==> src/rtl/mem_stage_pkg.sv <==
// rtl/mem_stage_pkg.sv - shared state encoding and default widths for the memory stage
package mem_stage_pkg;

   localparam int DEF_DATA_W = 24;
   localparam int DEF_ADDR_W = 16;
   localparam int DEF_REG_W  = 4;

   typedef enum logic [1:0] {
      IDLE = 2'd0,
      REQ  = 2'd1,
      DONE = 2'd2
   } memState_t;

endpackage

==> src/rtl/memory_stage_if.sv <==
// rtl/memory_stage_if.sv - data-memory req/ack bus between the memory stage and data memory
interface memory_stage_if #(
   parameter int DATA_W = 24,
   parameter int ADDR_W = 16
);
   logic              memReq;
   logic              memWe;
   logic [ADDR_W-1:0] memAddr;
   logic [DATA_W-1:0] memWdata;
   logic              memAck;
   logic [DATA_W-1:0] memRdata;

   modport master (
      output memReq, memWe, memAddr, memWdata,
      input  memAck, memRdata
   );

   modport slave (
      input  memReq, memWe, memAddr, memWdata,
      output memAck, memRdata
   );
endinterface

==> src/rtl/mem_access_fsm.sv <==
// rtl/mem_access_fsm.sv - access sequencer: state, request registers, load buffer and stall
module mem_access_fsm
   import mem_stage_pkg::*;
#(
   parameter int DATA_W = DEF_DATA_W,
   parameter int ADDR_W = DEF_ADDR_W
) (
   input  logic                clk,
   input  logic                reset,
   input  logic                memOp,
   input  logic                memWeIn,
   input  logic [ADDR_W-1:0]   memAddrIn,
   input  logic [DATA_W-1:0]   dataToWriteIn,
   memory_stage_if.master      mem,
   output memState_t           state,
   output logic [DATA_W-1:0]   loadBuf,
   output logic                stall
);

   memState_t next_state;

   always_ff @(posedge clk) begin
      if (reset) state <= IDLE;
      else       state <= next_state;
   end

   always_comb begin
      next_state = state;
      stall      = 1'b0;
      case (state)
         IDLE: begin
            if (memOp) begin
               stall      = 1'b1;
               next_state = REQ;
            end
         end
         REQ: begin
            stall = 1'b1;
            if (mem.memAck) next_state = DONE;
         end
         DONE:    next_state = IDLE;
         default: next_state = IDLE;
      endcase
   end

   // Request fields stay frozen for the whole REQ phase; memWe drops with memReq.
   always_ff @(posedge clk) begin
      if (reset) begin
         mem.memReq   <= 1'b0;
         mem.memWe    <= 1'b0;
         mem.memAddr  <= '0;
         mem.memWdata <= '0;
         loadBuf      <= '0;
      end else begin
         case (state)
            IDLE: begin
               if (memOp) begin
                  mem.memReq   <= 1'b1;
                  mem.memWe    <= memWeIn;
                  mem.memAddr  <= memAddrIn;
                  mem.memWdata <= dataToWriteIn;
               end
            end
            REQ: begin
               if (mem.memAck) begin
                  mem.memReq <= 1'b0;
                  mem.memWe  <= 1'b0;
                  loadBuf    <= mem.memRdata;
               end
            end
            default: ;
         endcase
      end
   end

endmodule

==> src/rtl/memory_stage.sv <==
// rtl/memory_stage.sv - memory pipeline stage with MEM/WB register; MEM_FWD_EN enables ALU forwarding
module memory_stage
   import mem_stage_pkg::*;
#(
   parameter int DATA_W = DEF_DATA_W,
   parameter int ADDR_W = DEF_ADDR_W,
   parameter int REG_W  = DEF_REG_W
) (
   input  logic              clk,
   input  logic              reset,
   input  logic              memWeIn,
   input  logic              regWeIn,
   input  logic              writeRegFromAluIn,
   input  logic [REG_W-1:0]  regToWriteIn,
   input  logic [DATA_W-1:0] dataToWriteIn,
   input  logic [DATA_W-1:0] resultIn,
   output logic              stall,
   memory_stage_if.master    mem,
   output logic              regWeOut,
   output logic [REG_W-1:0]  regToWriteOut,
   output logic [DATA_W-1:0] writeDataOut,
   output logic              fwdValid,
   output logic [REG_W-1:0]  fwdReg,
   output logic [DATA_W-1:0] fwdData
);

   memState_t         state;
   logic [DATA_W-1:0] loadBuf;
   logic              memOp;

   assign memOp = memWeIn | (regWeIn & ~writeRegFromAluIn);

   mem_access_fsm #(
      .DATA_W (DATA_W),
      .ADDR_W (ADDR_W)
   ) u_fsm (
      .clk           (clk),
      .reset         (reset),
      .memOp         (memOp),
      .memWeIn       (memWeIn),
      .memAddrIn     (resultIn[ADDR_W-1:0]),
      .dataToWriteIn (dataToWriteIn),
      .mem           (mem),
      .state         (state),
      .loadBuf       (loadBuf),
      .stall         (stall)
   );

   // Upstream holds its inputs while stalled, so DONE still sees the access instruction.
   always_ff @(posedge clk) begin
      if (reset) begin
         regWeOut      <= 1'b0;
         regToWriteOut <= '0;
         writeDataOut  <= '0;
      end else if (state == IDLE && !memOp) begin
         regWeOut      <= regWeIn;
         regToWriteOut <= regToWriteIn;
         writeDataOut  <= resultIn;
      end else if (state == DONE) begin
         regWeOut      <= regWeIn;
         regToWriteOut <= regToWriteIn;
         writeDataOut  <= writeRegFromAluIn ? resultIn : loadBuf;
      end else begin
         regWeOut      <= 1'b0;
         regToWriteOut <= '0;
         writeDataOut  <= '0;
      end
   end

`ifdef MEM_FWD_EN
   assign fwdValid = regWeIn & writeRegFromAluIn & (state == IDLE);
   assign fwdReg   = regToWriteIn;
   assign fwdData  = resultIn;
`else
   assign fwdValid = 1'b0;
   assign fwdReg   = '0;
   assign fwdData  = '0;
`endif

endmodule

==> src/flat_wrapper.sv <==
// flat-port wrapper written by rule: the top's interface ports become plain ports
module memory_stage_flat import mem_stage_pkg::*;
#(
   parameter int DATA_W = DEF_DATA_W,
   parameter int ADDR_W = DEF_ADDR_W,
   parameter int REG_W  = DEF_REG_W
)
  (clk, reset, memWeIn, regWeIn, writeRegFromAluIn, regToWriteIn, dataToWriteIn, resultIn, stall, regWeOut, regToWriteOut, writeDataOut, fwdValid, fwdReg, fwdData, mem_memReq, mem_memWe, mem_memAddr, mem_memWdata, mem_memAck, mem_memRdata);
  memory_stage_if #(.DATA_W(DATA_W), .ADDR_W(ADDR_W)) mem_i ();
  input  logic clk;
  input  logic reset;
  input  logic memWeIn;
  input  logic regWeIn;
  input  logic writeRegFromAluIn;
  input  logic [REG_W-1:0] regToWriteIn;
  input  logic [DATA_W-1:0] dataToWriteIn;
  input  logic [DATA_W-1:0] resultIn;
  output logic stall;
  output logic regWeOut;
  output logic [REG_W-1:0] regToWriteOut;
  output logic [DATA_W-1:0] writeDataOut;
  output logic fwdValid;
  output logic [REG_W-1:0] fwdReg;
  output logic [DATA_W-1:0] fwdData;
  output wire logic [$bits(mem_i.memReq)-1:0] mem_memReq;
  output wire logic [$bits(mem_i.memWe)-1:0] mem_memWe;
  output wire logic [$bits(mem_i.memAddr)-1:0] mem_memAddr;
  output wire logic [$bits(mem_i.memWdata)-1:0] mem_memWdata;
  input wire logic [$bits(mem_i.memAck)-1:0] mem_memAck;
  input wire logic [$bits(mem_i.memRdata)-1:0] mem_memRdata;
  assign mem_memReq = mem_i.memReq;
  assign mem_memWe = mem_i.memWe;
  assign mem_memAddr = mem_i.memAddr;
  assign mem_memWdata = mem_i.memWdata;
  assign mem_i.memAck = mem_memAck;
  assign mem_i.memRdata = mem_memRdata;
  memory_stage #(.DATA_W(DATA_W), .ADDR_W(ADDR_W), .REG_W(REG_W)) u_core (.clk(clk), .reset(reset), .memWeIn(memWeIn), .regWeIn(regWeIn), .writeRegFromAluIn(writeRegFromAluIn), .regToWriteIn(regToWriteIn), .dataToWriteIn(dataToWriteIn), .resultIn(resultIn), .stall(stall), .mem(mem_i), .regWeOut(regWeOut), .regToWriteOut(regToWriteOut), .writeDataOut(writeDataOut), .fwdValid(fwdValid), .fwdReg(fwdReg), .fwdData(fwdData));
endmodule
==> config.mk <==
export PLATFORM = sky130hd
export DESIGN_NAME = memory_stage_flat
export DESIGN_NICKNAME = d
export VERILOG_FILES = /design/src/rtl/mem_stage_pkg.sv /design/src/rtl/memory_stage_if.sv /design/src/rtl/mem_access_fsm.sv /design/src/rtl/memory_stage.sv /design/src/flat_wrapper.sv
export SDC_FILE = /design/constraint.sdc
export NUM_CORES = 1
export LEC_CHECK = 0
export ABC_AREA = 1
export CAP_MARGIN = 20
export CORE_MARGIN = 3
export CORE_UTILIZATION = 38
export CTS_BUF_LIST = sky130_fd_sc_hd__clkbuf_16
export DETAILED_ROUTE_END_ITERATION = 12
export PLACE_DENSITY = 0.76
export SYNTH_ARGS = -nofsm -noshare
export SYNTH_HDL_FRONTEND = slang
export SYNTH_HIERARCHICAL = 1
export SYNTH_SLANG_ARGS = --single-unit
==> constraint.sdc <==
create_clock -name clk -period 1.11 [get_ports clk]
set_input_delay 0.111 -clock clk [delete_from_list [all_inputs] [get_ports clk]]
set_output_delay 0.111 -clock clk [all_outputs]
set_load 0.02 [all_outputs]
==> results of run 1 <==
==> final timing paths <==
path,slack [ns],to,start
setup / recovery,-0.15,u_core/u_fsm/loadBuf[15]$_SDFFE_PP0P_,u_core/u_fsm/state[1]$_SDFFE_PP0P_
hold reg to reg,0.47,u_core/u_fsm/loadBuf[7]$_SDFFE_PP0P_,u_core/u_fsm/loadBuf[7]$_SDFFE_PP0P_
setup reg to reg,-0.15,u_core/u_fsm/loadBuf[15]$_SDFFE_PP0P_,u_core/u_fsm/state[1]$_SDFFE_PP0P_
hold / removal,0.07,u_core/writeDataOut[4]$_SDFF_PP0_,reset
==> cell type report <==
type | count | area, um^2 | area share
clock buffers | 9 | 225 | 0.0340
multi-input cells | 388 | 2130 | 0.321
clock inverters | 6 | 26.3 | 0.00396
inverters | 28 | 126 | 0.0191
well taps | 136 | 170 | 0.0257
repair buffers | 201 | 2000 | 0.302
flip-flops and latches | 97 | 1950 | 0.294
==> state kept, by name, indices dropped and copies added, names as in the netlist <==
| name | count |
|---|---|
| u_core/u_fsm/state | 2 |
| u_core/u_fsm/mem.memAddr | 16 |
| u_core/writeDataOut | 24 |
| u_core/u_fsm/mem.memWe | 1 |
| u_core/regToWriteOut | 4 |
| u_core/u_fsm/mem.memWdata | 24 |
| u_core/u_fsm/mem.memReq | 1 |
| u_core/u_fsm/loadBuf | 24 |
| u_core/regWeOut | 1 |
==> placed cells by master (no fill, tap or decap), drive strengths merged <==
cell	synthesis	routed
clkinv	1	8
nor2	90	90
conb	1	29
nand2	118	118
o21ai	41	41
nor2b	1	1
a21oi	50	50
dlymetal6s2s	0	1
clkbuf	8	43
inv	27	26
clkdlybuf4s50	0	78
nand4	24	24
clkdlybuf4s15	0	24
dfxtp	97	97
dlygate4sd2	0	10
nand3	35	35
buf	59	54
==> stage by stage <==
| stage | total power, W | worst slack [ns] | area [um^2] | setup TNS (ns) |
|---|---|---|---|---|
| final | 0.00909 | -0.155 | 6630 | -8.43 |
| after detailed placement | 0.00605 | -0.581 | 5870 | -30.92 |
| after CTS | 0.00893 | -0.153 | 6460 | -8.37 |
| after floorplan | 0.00515 | 0.00413 | 4370 | 0 |
| after global routing | 0.00947 | -0.222 | 6630 | -13.48 |
| after global placement | 0.00599 | -0.565 | 5870 | -28.90 |
==> power breakdown <==
| group | leakage, nW | internal, W | total, W | switching (W) |
|---|---|---|---|---|
| clock | 0.127 | 0.00147 | 0.00271 | 0.00124 |
| combinational | 1.88 | 0.00113 | 0.00248 | 0.00135 |
| sequential | 0.798 | 0.00373 | 0.00390 | 0.000163 |
==> cell families after synthesis <==
kind of cell,count (synthesis),share of synthesized area
other,1,0.000890
buffers and inverters,95,0.143
and+or+nand+nor,268,0.280
DFF,97,0.461
AOI/OAI and AO/OA,91,0.115
==> timing repair <==
item | CTS | global route
gates cloned | 5 | 2
pin swaps | 7 | 19
endpoints found under the setup margin | 155 | 131
resized for setup | 203 | 124
buffers inserted | 3 | 5
==> routing by layer <==
metal  GRT usage  vias up
met5           0        -
li1            -     2080
met3      0.0349       25
met2       0.333      201
met1       0.257     1964
met4      0.0803        0
==> flow_summary_export.csv, run 1 <==
group,metric,value,unit
setup_path,crit_chain,"buf_6 > buf_6 > nor2_4 > clkbuf_16 > nand3_1 > a21oi_1",
global_route,overflow,0,
yosys,ys.flop_type,"dfxtp_1",
cells_and_area,fin_util,0.628,
floorplan,dieArea,12400,um^2
timing,layout_min_cycle_time,1.26,ns
placed_design,globalplace.congestion,0.799,
setup_path,criticalPathCategory,"reg -> reg",
cts,hold_buffers,0,
yosys,synth_cell_types,27,
placed_design,io_buffer_count,153,
cts,cts_tree,"yes",
worst_hold_path,whs_path_depth,2,
yosys,synth_area_per_cell,7.64,um^2
detailed_routing,drc,0,
cells_and_area,nets,807,
yosys,yosysWarnings,6,
global_route,grt_pass1_wl,20300,um
setup_path,required,1.38,ns
timing,max_freq,791,MHz
global_route,antenna_found_initial,0,
detailed_routing,wl_per_cell,15.7,um
cts,path_clk_slew,0.07,ns
detailed_routing,via_count,4270,
setup_path,path_depth,6,
detailed_routing,ant_nets,0,
floorplan,die_x,111,um
detailed_routing,wl_met2,6590,um
yosys,synth-seq-cells,97,
cells_and_area,n_antenna_cell,0,
yosys,synth_common_cells,"nand2_1, dfxtp_1, nor2_1",
floorplan,die_h,111,um
yosys,synth_seq_area_share,0.461,
run_status,status,"finished, violations left",
timing,setup-violations-final,97,
timing,fin_ws,-0.155,ns
cells_and_area,syn2layout_area_growth,57.2,%
detailed_routing,drt-initial-drc-count,302,
setup_path,crit_buf_inv,3,
worst_hold_path,hp-class,"in -> reg",
yosys,synth_most_common_cell,"nand2_1",
setup_path,crit_family,"buffers and inverters",
timing,final_max_slew_viol_count,0,
placed_design,placed_cells,836,
power_and_ir_drop,ir_drop,646,uV
run,max-cap-violations,0,
floorplan,ios,183,
setup_path,slowest_stage,"dfxtp_4",
detailed_routing,vias_per_cell,4.94,
setup_path,crit_arrival,1.54,ns
yosys,synth_top_area_frac,0.461,
cells_and_area,num-fill-cells,910,
cells_and_area,fin_cells,865,
timing,fin_skew,0.00630,ns
global_route,grt_max_degree,35,
setup_path,reg2regPathDepth,6,
yosys,yosys.area.top_type,"dfxtp_1",
timing,whs,0.0656,ns
yosys,synth_cells,552,
detailed_routing,routed_wirelength,13600,um
timing,fin_crit_sh,1.14,
detailed_routing,route.met3.wl,856,um
detailed_routing,routed.top_layer,"met4",
setup_path,startpoint_type,"flip-flop",
detailed_routing,wl_met1,5820,um
cts,clockBufferDepth,2,
cells_and_area,drive_above_1_share,0.305,
setup_path,cp_max_fo,12,
cts,htree_levels,3,
global_route,grt_pass1_vias,4068,
yosys,synth_area,4220,um^2
yosys,async_flop_share,0,
detailed_routing,first_pass_iters,5,
run_status,violations,"setup timing",
cts,root_buffer,"clkbuf_16",
setup_path,max_stage_delay,0.36,ns
timing,final-hold-violation-count,0,
floorplan,start_util,0.399,
cts,clkLatencyLatePin,0.34,ns
power_and_ir_drop,power.leakage,2.80,nW
yosys,synth-edff-count,0,
setup_path,cpMostUsedCell,"buf_6",
setup_path,critical_path.endpoint_type,"flip-flop",
cts,cts.sinks,97,
floorplan,core_area,10600,um^2
cts,cts_buffers,9,
timing,rsz0062_at_grt,"yes",
global_route,track_usage,0.200,
power_and_ir_drop,power_density,1370,nW/um^2
placed_design,dp_hpwl,9150,um
floorplan,row_count,37,
yosys,synthTopCellsByArea,"dfxtp_1, nand2_1, nor2_1",
(Power assumes the default switching activity.)
==> run 2, diff against run 1 <==
Settings changed: CORE_MARGIN 3 to 2.
==> run 2 against run 1 <==
  * The flow still finishes with violations (setup timing)
  * Wire length fell by 5.9%
  * Final cell count fell by 0.92%
  * Non-clock buffer count decreased by 13
  * Final area shrank 5.9%
  * First-iteration DRC count increased by 39%
  * Combinational power decreased by 10%
  * Critical path type is now reg -> out
  * Highest routed layer unchanged
==> flow_summary_export.csv, run 2 (same netlist as run 1, synthesis figures left out) <==
group,metric,value,unit
run_status,status,"finished, violations left",
run_status,violations,"setup timing",
setup_path,crit_family,"flip-flops",
detailed_routing,drc,0,
power_and_ir_drop,swShare,0.294,
global_route,grt_pass1_vias,3726,
detailed_routing,via_count,4157,
detailed_routing,first_pass_iters,4,
global_route,grt_max_degree,42,
floorplan,die_x,109,um
setup_path,critical_path.endpoint_type,"primary output",
power_and_ir_drop,seq_power_share,0.441,
setup_path,cp-endpoint,"stall",
floorplan,ios,183,
cells_and_area,syn2layout_area_growth,48.0,%
setup_path,reg2reg_slack,-0.14,ns
setup_path,crit_buf_inv,1,
setup_path,criticalPathCategory,"reg -> out",
cts,htree_levels,3,
cells_and_area,drive_above_1_share,0.203,
power_and_ir_drop,power.leakage,2.68,nW
timing,final-hold-violation-count,0,
cts,clockBufferDepth,2,
cts,path_clk_slew,0.06,ns
global_route,antenna_found_initial,1,
timing,fin_tns_setup,-6.09,ns
power_and_ir_drop,ir_drop,667,uV
cts,cts.sinks,97,
floorplan,core_area,10800,um^2
power_and_ir_drop,clkPwrFrac,0.304,
setup_path,slowest_stage,"dfxtp_2",
global_route,track_usage,0.197,
power_and_ir_drop,p_switching,0.00257,W
power_and_ir_drop,internal_power,0.00617,W
floorplan,row_count,38,
run,max-cap-violations,0,
setup_path,startpoint_type,"flip-flop",
power_and_ir_drop,power_density,1400,nW/um^2
placed_design,globalplace.congestion,0.805,
timing,final_max_slew_viol_count,0,
detailed_routing,vias_per_cell,4.85,
cts,root_buffer,"clkbuf_16",
setup_path,path_depth,4,
placed_design,dp_hpwl,8430,um
placed_design,io_buffer_count,153,
cells_and_area,mostFrequentLayoutCells,"nand2_1, dfxtp_1, nor2_1, clkdlybuf4s50_1, a21oi_1",
setup_path,rr_endpoint,"u_core/regWeOut$_SDFF_PP0_",
cts,cts_tree,"yes",
timing,setup-violations-final,80,
setup_path,r2r-start,"u_core/u_fsm/state[0]$_SDFFE_PP0P_",
cells_and_area,final_common_cell,"nand2_1",
setup_path,cp_max_fo,3,
floorplan,die_h,109,um
floorplan,dieArea,12000,um^2
timing,rsz0062_at_grt,"yes",
detailed_routing,routed_wirelength,12800,um
setup_path,startpoint,"u_core/u_fsm/state[0]$_SDFFE_PP0P_",
cts,clkLatencyLatePin,0.33,ns
timing,layout_min_cycle_time,1.26,ns
setup_path,crit_chain,"nor2_4 > nand2_4 > o21ai_4 > buf_6",
setup_path,reg2regPathDepth,7,
cts,cts_buffers,9,
power_and_ir_drop,finalPower,0.00875,W
global_route,overflow,0,
timing,fin_crit_sh,1.13,
worst_hold_path,hp-class,"in -> reg",
setup_path,required,1.00,ns
setup_path,max_stage_delay,0.35,ns
power_and_ir_drop,comb_power_share,0.255,
detailed_routing,ant_nets,0,
cells_and_area,reg_top3,"u_core/u_fsm/loadBuf x24, u_core/u_fsm/mem.memWdata x24, u_core/writeDataOut x24",
floorplan,start_util,0.389,
cells_and_area,nets,794,
global_route,grt_pass1_wl,18200,um
timing,fin_skew,0.00463,ns
detailed_routing,drt-initial-drc-count,421,
timing,max_freq,795,MHz
detailed_routing,wl_per_cell,14.9,um
setup_path,crit_arrival,1.15,ns
cells_and_area,fin_util,0.575,
timing,fin_ws,-0.149,ns
run 2: cell types whose count changed in the layout (fill, tap and decap cells not counted), moves of 8 or more:
cell             before  now
nor2_1               59   84
nor2_2               17    2
clkdlybuf4s15_1      14   28
nand2_1             100  112
nand2_2              14    3
nor2_4               14    4
buf_4                21   13
o21ai_1              11   19
run 2: final cells by class:
class | count | area [um^2]
antenna | 1 | 2.50
clock buffer | 9 | 225
clock inverter | 6 | 22.5
fill | 984 | 4600
inverter | 28 | 119
multi-input combinational | 388 | 1900
sequential | 97 | 1950
tap | 140 | 175
timing repair buffer | 188 | 1840
run 2: timing repair:
item | 4_1_cts | 5_1_grt
pin swaps | 3 | 9
hold buffers | 0 | 0
endpoints found under the setup margin | 129 | 146
endpoints found under the hold margin | 0 | 0
setup buffers | 1 | 2
cloned | 1 | 7
resized for setup | 143 | 97
run 2: routing by layer:
layer | vias to the layer above | part of all wire | GRT usage
met5 | - | 0 | 0
met1 | 1915 | 0.41 | 0.246
li1 | 2048 | - | -
met4 | 0 | 0.013 | 0.0597
met2 | 177 | 0.49 | 0.331
met3 | 17 | 0.088 | 0.0539
run 2: worst min-delay path: cells and delay by family:
kind	cells	cell delay [ns]
buf+inv	2	0.30
compound gates	1	0.04
run 2: worst min-delay path by stage:
| stage | start | end | slack [ns] | cells after the start |
|---|---|---|---|---|
| 2_1_floorplan | regToWriteIn[0] | u_core/regToWriteOut[0]$_SDFF_PP0_ | 0.24 | 2 |
| 3_3_place_gp | u_core/u_fsm/loadBuf[4]$_SDFFE_PP0P_ | u_core/u_fsm/loadBuf[4]$_SDFFE_PP0P_ | 0.45 | 2 |
| 3_5_place_dp | u_core/u_fsm/loadBuf[6]$_SDFFE_PP0P_ | u_core/u_fsm/loadBuf[6]$_SDFFE_PP0P_ | 0.46 | 2 |
| 4_1_cts | reset | u_core/writeDataOut[13]$_SDFF_PP0_ | 0.15 | 3 |
| 5_1_grt | reset | u_core/writeDataOut[15]$_SDFF_PP0_ | 0.16 | 3 |
| 6_report | reset | u_core/u_fsm/loadBuf[13]$_SDFFE_PP0P_ | 0.16 | 3 |
run 2: per-stage QoR:
stage	worst slack [ns]	hold WS (ns)	cell area, um^2	std cells
floorplan	0.00413	0.238	4370	580
global placement	-0.572	0.454	5820	831
detailed placement	-0.568	0.455	5820	831
CTS	-0.217	0.149	6120	848
global route	-0.200	0.158	6240	857
finish	-0.149	0.162	6240	857
run 2: power by group through the flow:
stage	Combinational [W]	Clock [W]	Sequential, W
after floorplan	0.000962	0	0.00419
after global placement	0.00204	0	0.00392
after detailed placement	0.00208	0	0.00394
after CTS	0.00203	0.00273	0.00386
after global routing	0.00240	0.00289	0.00388
final	0.00223	0.00266	0.00386
==> run 3, diff against run 2 <==
Settings changed: SLEW_MARGIN set to 20.
==> results of run 3 <==
The final DEF is identical to that of run 2; final timing and power are the same.
